--- src/rtl/victimcache_requester.sv ---
// Victim-cache miss requester: optionally writes a victim line downstream, then
// reads the missing line and returns it upstream with a one-cycle response pulse.
module victimcache_requester #(
  parameter logic [15:0] CNT_INIT = 16'h0000
) (
  input  logic         clk,
  input  logic         reset,
  input  logic         req_valid,
  input  logic [15:0]  req_addr,
  input  logic         evict_valid,
  input  logic         evict_dirty,
  input  logic [15:0]  evict_addr,
  input  logic [255:0] evict_data,
  output logic         req_ready,
  output logic         req_resp,
  output logic [255:0] fill_data,
  output logic         mem_read,
  output logic         mem_write,
  output logic [15:0]  mem_address,
  output logic [255:0] mem_wdata,
  output logic         dirty,
  input  logic [255:0] mem_rdata,
  input  logic         mem_resp,
  output logic [15:0]  evict_count,
  output logic [15:0]  fill_count
);
  typedef enum logic [1:0] {IDLE, EVICT, FILL, DONE} state_t;

  state_t      state;
  logic        evict_dirty_q;
  logic [10:0] req_line_q;

  // Line-offset bits of the incoming addresses are dropped on purpose.
  logic unused_offsets;
  assign unused_offsets = ^{req_addr[4:0], evict_addr[4:0]};

  always_ff @(posedge clk) begin
    if (reset) begin
      state         <= IDLE;
      evict_dirty_q <= 1'b0;
      req_line_q    <= '0;
      mem_address   <= '0;
      mem_wdata     <= '0;
      fill_data     <= '0;
      evict_count   <= CNT_INIT;
      fill_count    <= CNT_INIT;
    end else begin
      case (state)
        IDLE: if (req_valid) begin
          req_line_q    <= req_addr[15:5];
          evict_dirty_q <= evict_dirty;
          mem_wdata     <= evict_data;
          if (evict_valid) begin
            state       <= EVICT;
            mem_address <= {evict_addr[15:5], 5'b0};
          end else begin
            state       <= FILL;
            mem_address <= {req_addr[15:5], 5'b0};
          end
        end
        EVICT: if (mem_resp) begin
          state       <= FILL;
          mem_address <= {req_line_q, 5'b0};
          if (evict_count != 16'hFFFF) evict_count <= evict_count + 16'd1;
        end
        FILL: if (mem_resp) begin
          state     <= DONE;
          fill_data <= mem_rdata;
          if (fill_count != 16'hFFFF) fill_count <= fill_count + 16'd1;
        end
        DONE:    state <= IDLE;
        default: state <= IDLE;
      endcase
    end
  end

  // Strobes come straight off the state register, so EVICT->FILL swaps them on one edge.
  assign req_ready = (state == IDLE);
  assign req_resp  = (state == DONE);
  assign mem_write = (state == EVICT);
  assign mem_read  = (state == FILL);
  assign dirty     = mem_write & evict_dirty_q;
endmodule

--- config.mk ---
export PLATFORM = sky130hd
export DESIGN_NAME = victimcache_requester
export DESIGN_NICKNAME = d
export VERILOG_FILES = /design/src/rtl/victimcache_requester.sv
export SDC_FILE = /design/constraint.sdc
export NUM_CORES = 1
export LEC_CHECK = 0
export BUFFER_PORTS_ARGS = -buffer_cell sky130_fd_sc_hd__buf_2
export CORE_AREA = 4 4 436 438
export CTS_CLUSTER_SIZE = 14
export DETAILED_ROUTE_END_ITERATION = 7
export DIE_AREA = 0 0 440 442
export SLEW_MARGIN = 10
export SYNTH_ARGS = -nofsm -noshare
export SYNTH_HDL_FRONTEND = slang
export SYNTH_SLANG_ARGS = --single-unit
--- constraint.sdc ---
create_clock -name clk -period 3.4 [get_ports clk]
set_input_delay 0.68 -clock clk [delete_from_list [all_inputs] [get_ports clk]]
set_output_delay 0.68 -clock clk [all_outputs]
set_load 0.03 [all_outputs]
==> results of run 1 <==
[kinds of logic after synthesis]
family | after synthesis
and+or+nand+nor | 1169
AOI/OAI and AO/OA | 589
DFF | 569
buffers and inverters | 199
muxes | 28
adders and majority gates | 6
xor gates and xnor gates | 3
other | 1
[registers in the layout, summed over array words and instances (netlist names)]
| signal | flops |
|---|---|
| evict_count | 16 |
| fill_count | 16 |
| state | 2 |
| req_line_q | 11 |
| mem_address | 11 |
| evict_dirty_q | 1 |
| mem_wdata | 256 |
| fill_data | 256 |
[power groups by stage]
stage	combinational [mW]	sequential, mW	clock (mW)
final	7.53	8.26	7.91
after global routing	8.15	8.37	8.50
after CTS	7.70	8.25	8.24
after detailed placement	7.68	8.38	0
after global placement	7.63	8.34	0
after floorplan	2.72	10.2	0
[per-stage QoR]
stage	std cells	setup WS (ps)	utilization [%]
after CTS	6147	513.3	16.69
after global routing	6150	530.4	16.69
after floorplan	2568	1384	-
after detailed placement	6020	896.3	15.38
final	6159	685.3	16.70
after global placement	6020	952.4	15.38
[per-layer routing]
layer	track usage (%)	part of all wire (%)
met3	3.666	10
met2	17.53	48
met5	0	0.025
met1	12.11	39
met4	3.440	2.9
[layout make-up]
cell class	count	area, um2	area share, %
Antenna cell	12	30.03	0.09634
Clock buffer	97	2034	6.527
Clock inverter	30	402.9	1.293
Tap cell	2495	3122	10.02
Sequential cell	569	11390	36.55
Multi-Input combinational cell	1800	8123	26.06
Timing Repair Buffer	1150	6043	19.39
Inverter	6	22.52	0.07226
[worst max-delay path, stage by stage (launching register included)]
cell	delay (ps)
dfxtp_1	320
inv_1	100
ha_2	510
and2_1	230
buf_2	210
[worst paths after layout]
| path | startpoint | cells past startpoint | to | slack, ps |
|---|---|---|---|---|
| worst min register to register | fill_data[89]$_SDFFE_PP0P_ | 2 | fill_data[89]$_SDFFE_PP0P_ | 450 |
| worst max-delay path | state[1]$_SDFFE_PP0P_ | 4 | dirty | 690 |
| worst max register to register | state[0]$_SDFFE_PP0P_ | 6 | req_line_q[1]$_SDFFE_PP0P_ | 1030 |
| worst min-delay path | evict_data[102] | 3 | mem_wdata[102]$_SDFFE_PP0P_ | 220 |
[cell usage after synthesis, drive strengths merged, types with 6 or more instances]
cell	number	share of area [%]
mux2i	24	1.2
nor3	6	0.15
o21ai	21	0.52
nand4	11	0.52
a21oi	539	13
dfxtp	569	56
nor2	24	0.44
and4	9	0.39
clkbuf	121	2.2
ha	6	0.37
nand3	8	0.20
or3	11	0.36
buf	72	1.8
nand2	1077	20
==> flow_results.org, run 1 <==
** Power
- Total power divided by cell area :: ~760 mW/mm2
- Fraction of power spent switching nets :: 39.11%
- Summing internal, switching and leakage power gives 23.70 mW.
- Net switching power :: ~9 mW
- In this run the static leakage power is 13.43 nW.
- Per report_power, the combinational group accounts for 31.8% of the total.
- Internal power comes to 14.43 mW.
- Sequential cells burn between 30% and 40% of the power.
- Worst VDD drop :: 0.3819 mV
- The clock network accounts for 33.4% of the total power.

** Clock tree
- Clk_lat worst skew :: 690 ps
- The clock tree synthesis step divided the H-tree into 3 levels.
- Post-CTS setup buffer count :: 0
- Buffers inserted during clock tree synthesis total 70.
- The tree built by TritonCTS fans out to 569 sinks.
- The cell sitting at the root of the clock tree is a clkbuf_16.
- Clock-pin slew on the worst setup and hold paths :: around 60 ps
- Cts hold-fix bufs :: 0
- Post-cts sizing count :: 0
- Max Buffers Root-to-Sink :: 3
- TritonCTS built the clock tree.

** GRT
- Vias in the first global route :: 20460
- Global-route usage over all layers :: roughly a tenth
- Total congestion overflow :: 0
- Antenna violations before repair :: 38
- First-pass GRT wire length :: ~150000 um
- Entering global routing, the biggest net connects 130 pins.

** Die
- The die is 442 um tall.
- # rows :: 159
- Core area :: 0.1866 mm2
- Initial core utilization :: ~11%
- 1115 I/O pins were placed.
- Measured along the x axis, the die boundary spans ~440 um.
- Die ar. :: a little under 0.2 mm2

** Route
- Across all layers, the routed design uses roughly 22000 vias.
- Via count normalized by instance count :: 3.549
- Number of violations reported at the end of detailed-routing iteration 0 :: 1589
- Routed length per instance :: between 15 and 20 um
- DRT antenna net count :: 0
- The first detailed-routing pass ran for 5 iterations.
- Detailed-route DRC error count :: 0
- The routed design has 106300 um of wire.

** Placed design
- Number of buffers added on ports :: 1099
- Post-DP HPWL :: 84000 um
- Final Wtd Congestion :: 0.9991
- Instance area at placement :: 0.02870 mm2

** Logic synthesis
- After synthesis, the mean cell area works out to ~7.9 um2.
- After synthesis, the largest family of logic cells by area is simple AND/OR/NAND/NOR gates.
- Async set-or-reset flop fraction in the synthesized netlist :: 0%
- After synthesis the cells add up to 0.02030 mm2.
- Counting every instance in the synthesized netlist gives 2564.
- Synthesized flop and latch total :: 569
- Synth Area in Compound Gates :: 15.01%
- Simple-Gate Fraction of Synth Area :: a little under a quarter
- Post-synthesis sequential area ratio :: 56.12%
- The synthesized netlist devotes 0.1295% of its cell area to XOR and XNOR gates.
- During synthesis, Yosys emitted a total of 0 warnings.
- Fraction of the mapped netlist area in adder cells :: 0.3699%
- Yosys mapped the design onto 51 distinct sky130hd cell types.
- In the synthesized netlist the dominant register cell turns out to be dfxtp_1.
- Number of enable-type register cells in the synthesized netlist :: 0
- Measured against the total synthesized area, the mux share comes to roughly 1.4%.

** Final layout
- Leaving out fill and tap cells, the most frequent cells in the layout are buf_2, nand2_1, dfxtp_1.
- Final instance area :: 0.03117 mm2
- The area growth from synthesis to layout is 53.57%.
- The filler cells instantiated in the layout total 21370.
- The library cell used most frequently in the layout, excluding fill and tap cells, is buf_2.
- Layout cells sized above 1 :: 35.10%
- For this run, the post-layout net count is 4153.

** Critical path
- At the worst endpoint, the required time is 2720 ps.
- The critical path in this run is classified as flop to output pin.
- The worst setup path is launched from a flop.
- CP max FO :: 18
- Critical Path End Type :: output pin
- STA puts the critical path data arrival time at 2030 ps.

** Min path
- Worst hold path class :: input pin to flop

** Timing
- Unrepaired setup endpoints after global routing :: false
- Based on the critical path, the design can be clocked at up to 0.3684 GHz.
- Transition time of the tightest slew-check pin :: 1122 ps
- Fin crit period :: 2715 ps
- The number of pins with negative max-slew slack in the final report was 0.
- In this run the tightest slew margin relative to its limit is 25.20%.
- Fin crit share :: 79.84%
- Count of endpoints failing setup in the final report :: 0
- The clock arrives with 35.53 ps of skew.
- Adding up every negative setup slack in the final design gives 0 ps.
- The number of hold violations in the final report came to 0.
- Hold is met by 221.2 ps.

** Status
- Run status :: complete, no violations

** Run
- Max-cap violations in this run came to 0.
No activity file was read; power rests on OpenSTA's default activity.
==> run 2, diff against run 1 <==
--- a/config.mk
+++ b/config.mk
@@ -5,11 +5,12 @@
 export SDC_FILE = /design/constraint.sdc
 export NUM_CORES = 1
 export LEC_CHECK = 0
+export ABC_AREA = 1
 export BUFFER_PORTS_ARGS = -buffer_cell sky130_fd_sc_hd__buf_2
-export CORE_AREA = 4 4 436 438
+export CORE_AREA = 4 4 426 428
 export CTS_CLUSTER_SIZE = 14
 export DETAILED_ROUTE_END_ITERATION = 7
-export DIE_AREA = 0 0 440 442
+export DIE_AREA = 0 0 430 432
 export SLEW_MARGIN = 10
 export SYNTH_ARGS = -nofsm -noshare
 export SYNTH_HDL_FRONTEND = slang
==> constraint.sdc (replaced) <==
create_clock -name clk -period 2.57 [get_ports clk]
set_input_delay 0.514 -clock clk [delete_from_list [all_inputs] [get_ports clk]]
set_output_delay 0.514 -clock clk [all_outputs]
set_load 0.03 [all_outputs]
==> run 2 against run 1 <==
  * Global-route usage is 5.7 points higher
  * Count of clock-buffer cells in the layout up 4
  * First-iteration DRC count up 32%
  * Utilization rose by 1.1 points
  * Sequential share of layout area is 0.49 points lower
  * Routed wire length is 48% higher
  * Sequential power up 48%
  * Register-to-register slack got worse by 660 ps
  * Die area is 4.5% lower
  * Synthesized area rose by 0.83%
  * Critical endpoint unchanged
  * Largest cell class unchanged
==> flow_results.org, run 2 <==
** GRT
- The number of antenna violations at the first check in global routing came to 166 (+340%).
- First-pass GRT wire length :: 201200 um (+37%)
- Total congestion overflow :: 0 (unchanged)
- The via count of the first global-routing pass is 21750 (+6.3%).
- The pin count of the biggest net entering global routing was 101 (-22%).
- The overall routing resource usage came to 16.08% (+5.7 points).

** Route
- Total Wirelength :: 157100 um (+48%)
- Number of violations reported at the end of detailed-routing iteration 0 :: 2104 (+32%)
- The number of remaining DRC errors is 0 (unchanged).
- The via count of the routed design is 23330 (+6.7%).
- The number of antenna-violating nets in the routed design came to 0 (unchanged).
- Via count normalized by instance count :: 3.770 (+6.2%)
- The number of iterations in the first detailed-routing pass is 7 (+2).
- Routed length per instance :: 25.38 um (+47%)

** Placed design
- The detailed-placement wirelength estimate was 134400 um (+60%).
- The number of port buffers came to 1099 (unchanged).
- The number of placed instances, taps included is 5970 (-0.83%).
- The weighted congestion reported at the end of routability-driven placement came to 0.9565 (-4.3%).
- Placement-stage worst setup slack :: 403.6 ps (-492.7 ps)

** Critical path
- Critical path startpoint :: state[1]$_SDFFE_PP0P_
- Critical Setup Path Class :: flop to output pin
- FF-to-FF Start :: state[0]$_SDFFE_PP0P_
- STA classifies the critical path startpoint as a flop.
- Worst path required time :: 2060 ps (-660 ps)
- Setup slack of the worst register-to-register path :: 370 ps (-660 ps)
- Capture point of the worst path :: dirty
- The worst register-to-register path ends at fill_data[122]$_SDFFE_PP0P_.
- The maximum fanout along the worst path came to 23 (+5).
- The worst setup path is captured at an output pin.
- Data arrival time of the critical path :: 1950 ps (-80 ps)
- Worst r2r path cells :: 6 (unchanged)

** Final layout
- Number of filler cells placed in the layout :: 20240 (-5.3%)
- The layout cell share with drive strength beyond 1 came to 34.81% (-0.29 points).
- Number of nets at the end of the flow :: 4269 (+2.8%)
- Finished Layout Cells :: 6188 (+0.47%)
- Most used cells in the layout excluding fill and tap cells :: nor2_1, buf_2, dfxtp_1
- The total area of sequential cells is 0.01139 mm2 (unchanged).
- Compared with the post-synthesis result, the final layout area differs by 54.37%.
- Leaving out fill and tap cells, the most frequent cell in the layout is nor2_1.
- Largest registers :: fill_data (256), mem_wdata (256)
- Area taken by multi-input logic gates :: 0.008129 mm2 (about the same)

** Die
- The initial core utilization is 11.51% (+0.63 points).
- The horizontal die dimension is 430 um (-2.3%).
- The total number of placement rows is 155 (-2.5%).
- The core area was 0.1778 mm2 (-4.7%).
- The height of the chip was 432 um (-2.3%).
- Die ar. :: 0.1858 mm2 (-4.5%)
- I/O pin total :: 1115 (unchanged)

** Clock tree
- Max Buffers Root-to-Sink :: 3 (unchanged)
- The number of levels in the clock H-tree came to 3 (unchanged).
- Root buffer cell :: clkbuf_16
- Clock-pin slew on the worst setup and hold paths :: 60 ps (about the same)
- CTS sink cnt :: 569 (unchanged)
- Clk_lat worst skew :: 680 ps (about the same)
- The TritonCTS buffer count was 74 (+5.7%).
- Clock tree from TritonCTS :: yes

** Timing
- The final setup TNS was 0 ps (unchanged).
- Unrepaired setup endpoints after global routing :: false
- Transition time of the tightest slew-check pin :: 795.8 ps (-326.3 ps)
- Setup slack of the critical path after layout :: 105.2 ps (-580.1 ps)
- Layout Skew :: 28.56 ps (-6.979 ps)
- Fin crit period :: 2465 ps
- The final critical path takes up 95.91% of the cycle.
- The worst relative slew slack was 46.39% (+21 points).
- The number of hold violations in the final report was 0 (unchanged).
- The number of pins with negative max-slew slack in the final report was 0 (unchanged).
- Maximum operating frequency :: 0.4057 GHz
- The number of setup violations in the final report was 0 (unchanged).

** Logic synthesis
- Synthesized flop and latch total :: 569 (unchanged)
- Post-synthesis sequential area ratio :: 55.66% (-0.46 points)
- Distinct cell type count of the synthesized netlist :: 31 (-39%)
- After synthesis, the cell types taking the most area are dfxtp_1, nor2_1, o21ai_0.
- The top cell type's share of synthesized area is 55.66% (-0.46 points).
- The commonest cells after synthesis are nor2_1, dfxtp_1, o21ai_0.
- Yosys Warn Count :: 0 (unchanged)
- For this run, the leading register cell type out of synthesis is dfxtp_1.
- Most repeated cell in the gate-level netlist after synthesis :: nor2_1
- Library cell occupying the most area in the post-synthesis netlist :: dfxtp_1
- Synthesized area divided by synthesized cell count :: 7.731 um2 (-2.3%)
- Number of enable-type register cells in the synthesized netlist :: 0 (unchanged)
- Netlist Area Pre-Place :: 0.02046 mm2 (+0.83%)
- The gate count of the mapped netlist was 2647 (+3.2%).
- Async set-or-reset flop fraction in the synthesized netlist :: 0% (unchanged)

** Power
- The power per cell area is 1172 mW/mm2 (+54%).
- Leakage power figure :: 14.30 nW (+6.5%)
- Worst VDD drop :: 0.4565 mV (+20%)

** Min path
- Worst hold path class :: input pin to flop
- Hold Startpoint :: mem_rdata[73]

** Status
- Run status :: complete, no violations

** Run
- Max-Cap Viols :: 0 (unchanged)
run 2: cell types whose count changed after synthesis, moves of 9 or more:
cell	change
nor2_1	+1090
nand2_1	-1005
o21ai_0	+520
a21oi_1	-500
buf_4	+27
inv_1	+17
nand3_1	+16
buf_1	-15
buf_2	-14
mux2i_1	-13
or2_2	+12
or3_1	-10
and4_1	-9
run 2: worst min path at each step:
| stage | end | slack [ps] | depth (start not counted) |
|---|---|---|---|
| after floorplan | evict_dirty_q$_SDFFE_PP0P_ | 450 | 2 |
| after global placement | fill_data[95]$_SDFFE_PP0P_ | 460 | 2 |
| after detailed placement | mem_wdata[8]$_SDFFE_PP0P_ | 470 | 2 |
| after CTS | fill_data[180]$_SDFFE_PP0P_ | 0.4 | 3 |
| after global routing | mem_wdata[11]$_SDFFE_PP0P_ | 50 | 3 |
| final | fill_data[73]$_SDFFE_PP0P_ | 80 | 3 |
run 2: worst max-delay path: stages, from the launching register on:
cell,delay [ps]
dfxtp_1,340
inv_1,100
ha_2,280
buf_12,190
nand2_1,80
inv_1,60
buf_2,190
run 2: metrics by stage:
| step | util, % | cell area, um2 | hold WS (ps) | power [mW] |
|---|---|---|---|---|
| finish | 17.76 | 31590 | 84.76 | 37.01 |
| global route | 17.71 | 31490 | 50.97 | 38.91 |
| CTS | 17.67 | 31420 | 0.4242 | 37.62 |
| detailed placement | 16.12 | 28670 | 465.7 | 26.51 |
| global placement | 16.12 | 28670 | 461.1 | 26.35 |
| floorplan | - | 20480 | 454.9 | 20.31 |
run 2: cells by family (layout without fill, tap and decap cells):
logic type                 after synthesis  in the layout  synth area share, %
AOI/OAI and AO/OA                      586            586                14.38
adders and majority gates                6              6               0.3668
and+or+nand+nor                       1260           1260                24.22
other                                    1             72              0.01832
DFF                                    569            569                55.66
buffers and inverters                  214           1329                4.812
muxes                                   11             11               0.5381
run 2: area by class of cell:
cell class	instances	area share [%]
flip-flops and latches	569	36.06
multi-input cells	1868	25.73
repair buffers	1173	19.98
well taps	2355	9.327
clock buffers	101	6.658
clock inverters	28	1.327
diodes	67	0.5307
inverters	27	0.3921
run 2: what timing repair did:
item                                    4_1_cts  5_1_grt
endpoints found under the setup margin        1        0
resized for setup                             4        0
endpoints found under the hold margin        22        0
hold buffers                                 22        0
buffers inserted                              0        0
run 2: routing by layer:
metal / vias up / global-route usage (%) / wire length [um] / share of wire, %
met5: - / 1.067 / 531 / 0.34
met4: 84 / 7.205 / 7166 / 4.6
met3: 365 / 9.138 / 20430 / 13
met2: 1190 / 25.23 / 70580 / 45
met1: 10950 / 17.58 / 58360 / 37
li1: 10740 / - / - / -
run 2: where the power goes:
part,internal [mW],leakage [nW],switching [mW]
Clock,6.31,1.23,4.49
Sequential,11.0,4.67,1.20
Combinational,3.46,8.41,10.5
Total,20.8,14.3,16.2
==> run 3, diff against run 2 <==
--- a/config.mk
+++ b/config.mk
@@ -7,10 +7,10 @@
 export LEC_CHECK = 0
 export ABC_AREA = 1
 export BUFFER_PORTS_ARGS = -buffer_cell sky130_fd_sc_hd__buf_2
-export CORE_AREA = 4 4 426 428
-export CTS_CLUSTER_SIZE = 14
+export CORE_AREA = 4 4 434 436
+export CTS_BUF_LIST = sky130_fd_sc_hd__clkbuf_4 sky130_fd_sc_hd__clkbuf_8
 export DETAILED_ROUTE_END_ITERATION = 7
-export DIE_AREA = 0 0 430 432
+export DIE_AREA = 0 0 438 440
 export SLEW_MARGIN = 10
 export SYNTH_ARGS = -nofsm -noshare
 export SYNTH_HDL_FRONTEND = slang
==> run 3 against run 2 <==
  * Worst setup slack better by 29 ps
  * Clock power is 4% lower
  * Cell area is 16% higher
  * Total power is 0.89% higher
  * Via count is 10% higher
  * Fmax is 1.2% higher
  * Global-route usage is 0.18 points lower
  * Combinational power is 5% higher
  * First-iteration DRC count is 2.9% higher
  * Worst hold slack better by 38 ps
  * Flip-flop and latch count stayed put
  * Sequential share of layout area is 4.9 points lower
  * Critical endpoint is now mem_read
==> flow_results.org, run 3 (same netlist as run 2, synthesis figures left out) <==
** Status
- Run status :: complete, no violations

** GRT
- Busiest metal layer after global routing :: met2
- First-pass GRT wire length :: 210300 um (+4.5%)
- The number of antenna violations at the first check in global routing was 155 (-6.6%).
- The remaining global-route overflow was 0 (unchanged).
- The fraction of met1 tracks used by global routing came to 18.90% (+1.3 points).
- Global-route usage over all layers :: 15.90% (-0.18 points)
- Met2 usage in global routing :: 23.96% (-1.3 points)
- Pin count of the biggest net entering global routing :: 114 (+13%)
- The via count of the first global-routing pass is 24660 (+13%).
- Met3 routing resource usage after global routing :: 7.620% (-1.5 points)

** Route
- Detailed-route DRC error count :: 0 (unchanged)
- The number of antenna-violating nets in the routed design was 0 (unchanged).
- Router iterations before antenna repair :: 6 (-1)
- The number of design-rule violations left by the first detailed-router iteration came to 2166 (+2.9%).
- The average wire per standard cell is 23.58 um (-7.1%).
- Total number of vias :: 25660 (+10%)
- Total Wirelength :: 161800 um (+3.0%)
- The post-detailed-route via-to-cell ratio came to 3.741 (-0.78%).

** Die
- # rows :: 158 (+1.9%)
- Die height :: 440 um (+1.9%)
- The area of the die came to 0.1927 mm2 (+3.7%).
- The number of I/O pins was 1115 (unchanged).
- The core area is 0.1846 mm2 (+3.8%).
- The horizontal die dimension came to 438 um (+1.9%).
- The initial core utilization came to 11.08% (-0.42 points).

** Critical path
- The critical path is of the flop to output pin type.
- The data required time of the critical path is 2060 ps (about the same).
- Worst r2r path cells :: 7 (+1)
- The maximum fanout along the worst path is 4 (-83%).
- Nature of the critical path startpoint :: flop
- Delay of the slowest critical-path stage :: 370 ps (+30 ps)
- The depth of the critical timing path with buffers and inverters included was 3 (-3).
- CP Buf/Inv Count :: 2 (-2)
- Ordered list of cells on the worst path :: inv_1 > ha_1 > buf_2
- The worst setup path is captured at an output pin.
- Crit path max-delay cell type :: dfxtp_1
- The kind of cell with the highest combined delay along the critical path is buffers and inverters.
- Data arrival time of the critical path :: 1920 ps (-30 ps)

** Timing
- Transition time of the tightest slew-check pin :: 837.8 ps (+41.99 ps)
- The final setup skew is 31.36 ps (+2.803 ps).
- Unrepaired setup endpoints after global routing :: false
- The final setup TNS was 0 ps (unchanged).
- Fin crit period :: 2436 ps (-28.96 ps)
- The final critical-path share of the clock period is 94.78% (-1.1 points).
- Final-report hold violation count :: 0 (unchanged)
- Maximum operating frequency :: 0.4105 GHz (+1.2%)
- Fin. max-slew vios :: 0 (unchanged)
- Max_slew headroom :: 43.56% (-2.8 points)
- Count of endpoints failing setup in the final report :: 0 (unchanged)

** Power
- The sequential power share was 32.7% (-0.3 points).
- The switching share of total power came to 43.74% (-0.14 points).
- Net switching power :: 16.33 mW (+0.56%)
- Leakage power figure :: 16.41 nW (+15%)
- Total power divided by cell area :: 1021 mW/mm2 (-13%)
- The internal cell power came to 21.01 mW (+1.1%).
- The combinational fraction of design power came to 39.4% (+1.5 points).
- Clk network pwr share :: 27.9% (-1.3 points)
- The largest voltage drop on the vdd net was 0.6119 mV (+34%).

** Final layout
- Most used cells in the layout excluding fill and tap cells :: nor2_1, buf_2, dfxtp_1
- Layout cells sized above 1 :: 32.30% (-2.5 points)
- Final instance area :: 0.03656 mm2 (+16%)
- The final net count is 4788 (+12%).
- Layout-stage area growth over the synthesis result :: 78.64%
- In the final layout, the registers with the most flip-flops are fill_data (256), mem_wdata (256).
- Commonest non-fill, non-tap cell in the layout :: nor2_1

** Placed design
- Final Wtd Congestion :: 0.9866 (+3.1%)
- The number of port buffers came to 1099 (unchanged).
- Instance area at placement :: 0.02888 mm2 (+0.75%)
- The detailed-placement wirelength estimate was 134300 um (-0.10%).

** Clock tree
- The clock latency on the worst-skew pair came to 810 ps (+130 ps).
- Max Buffers Root-to-Sink :: 3 (unchanged)
- Maximum level of the CTS H-tree :: 3 (unchanged)
- TritonCTS Buffers :: 107 (+45%)
- The tree is rooted in a clkbuf_8.
- Clock tree from TritonCTS :: yes
- Clock-pin slew on the worst setup and hold paths :: 60 ps (about the same)
- The number of clock sinks seen by CTS came to 569 (unchanged).

** Min path
- The tightest min-delay check is of the input pin to flop type.
- Hold Path Depth :: 4 (+1)

** Run
- The count of max-cap constraint violations is 0 (unchanged).
## run 3: cell count changes in the layout (fill, tap and decap cells not counted), moves of 2 or more
cell / change
buf_4: +9
bufinv_16: +3
clkinv_8: -2
clkbuf_4: +28
inv_12: +2
inv_16: -2
clkbuf_8: +124
dlygate4sd3_1: +478
clkinv_4: -3
clkbuf_16: -74
clkinv_16: -3
clkbuf_1: -12
## run 3: area by class of cell
type,instances,area (um2)
fillers,20770,148100
inverters,27,123.9
repair buffers,1659,11160
multi-input cells,1868,8142
well taps,2480,3103
clock buffers,167,2123
clock inverters,23,352.8
diodes,66,165.2
flip-flops and latches,569,11390
## run 3: worst paths after layout
check	startpoint	to	slack (ps)
setup / recovery	state[0]$_SDFFE_PP0P_	mem_read	130
hold / removal	mem_rdata[14]	fill_data[14]$_SDFFE_PP0P_	120
setup reg to reg	state[1]$_SDFFE_PP0P_	mem_wdata[126]$_SDFFE_PP0P_	220
hold reg to reg	fill_data[144]$_SDFFE_PP0P_	fill_data[144]$_SDFFE_PP0P_	470
## run 3: layer usage
layer	vias to the layer above	routed length, um
li1	11790	-
met1	11980	64150
met2	1376	68800
met3	450	19920
met4	64	8478
met5	-	415
## run 3: worst register-to-register path, stage by stage, from the launching register on
cell,delay (ps)
dfxtp_1,340
inv_1,130
ha_1,350
nand2_8,270
inv_8,590
buf_4,370
nor2_1,100
nor2_1,130
## run 3: per-stage QoR
step | instances | hold slack, ps | power, mW | setup WS [ps] | utilization, %
finish | 6859 | 122.9 | 37.34 | 134.1 | 19.80
detailed placement | 6101 | 465.2 | 26.38 | 314.2 | 15.64
global route | 6821 | 46.22 | 39.38 | 12.08 | 19.75
floorplan | 2651 | 454.9 | 20.31 | 608.3 | -
global placement | 6101 | 460.1 | 26.24 | 424.0 | 15.64
CTS | 6793 | 0.05618 | 37.88 | 8.434 | 19.71
## run 3: power groups by stage
stage	Combinational [mW]	Sequential (mW)	Clock, mW
floorplan	3.97	16.3	0
global placement	14.0	12.2	0
detailed placement	14.0	12.3	0
CTS	14.9	12.2	10.8
global route	15.8	12.4	11.2
finish	14.7	12.2	10.4
## run 3: timing repair
item,CTS,global route
hold endpoints to repair,501,0
gates resized for setup,4,0
buffers inserted,2,0
endpoints found under the setup margin,2,0
hold buffers,500,0
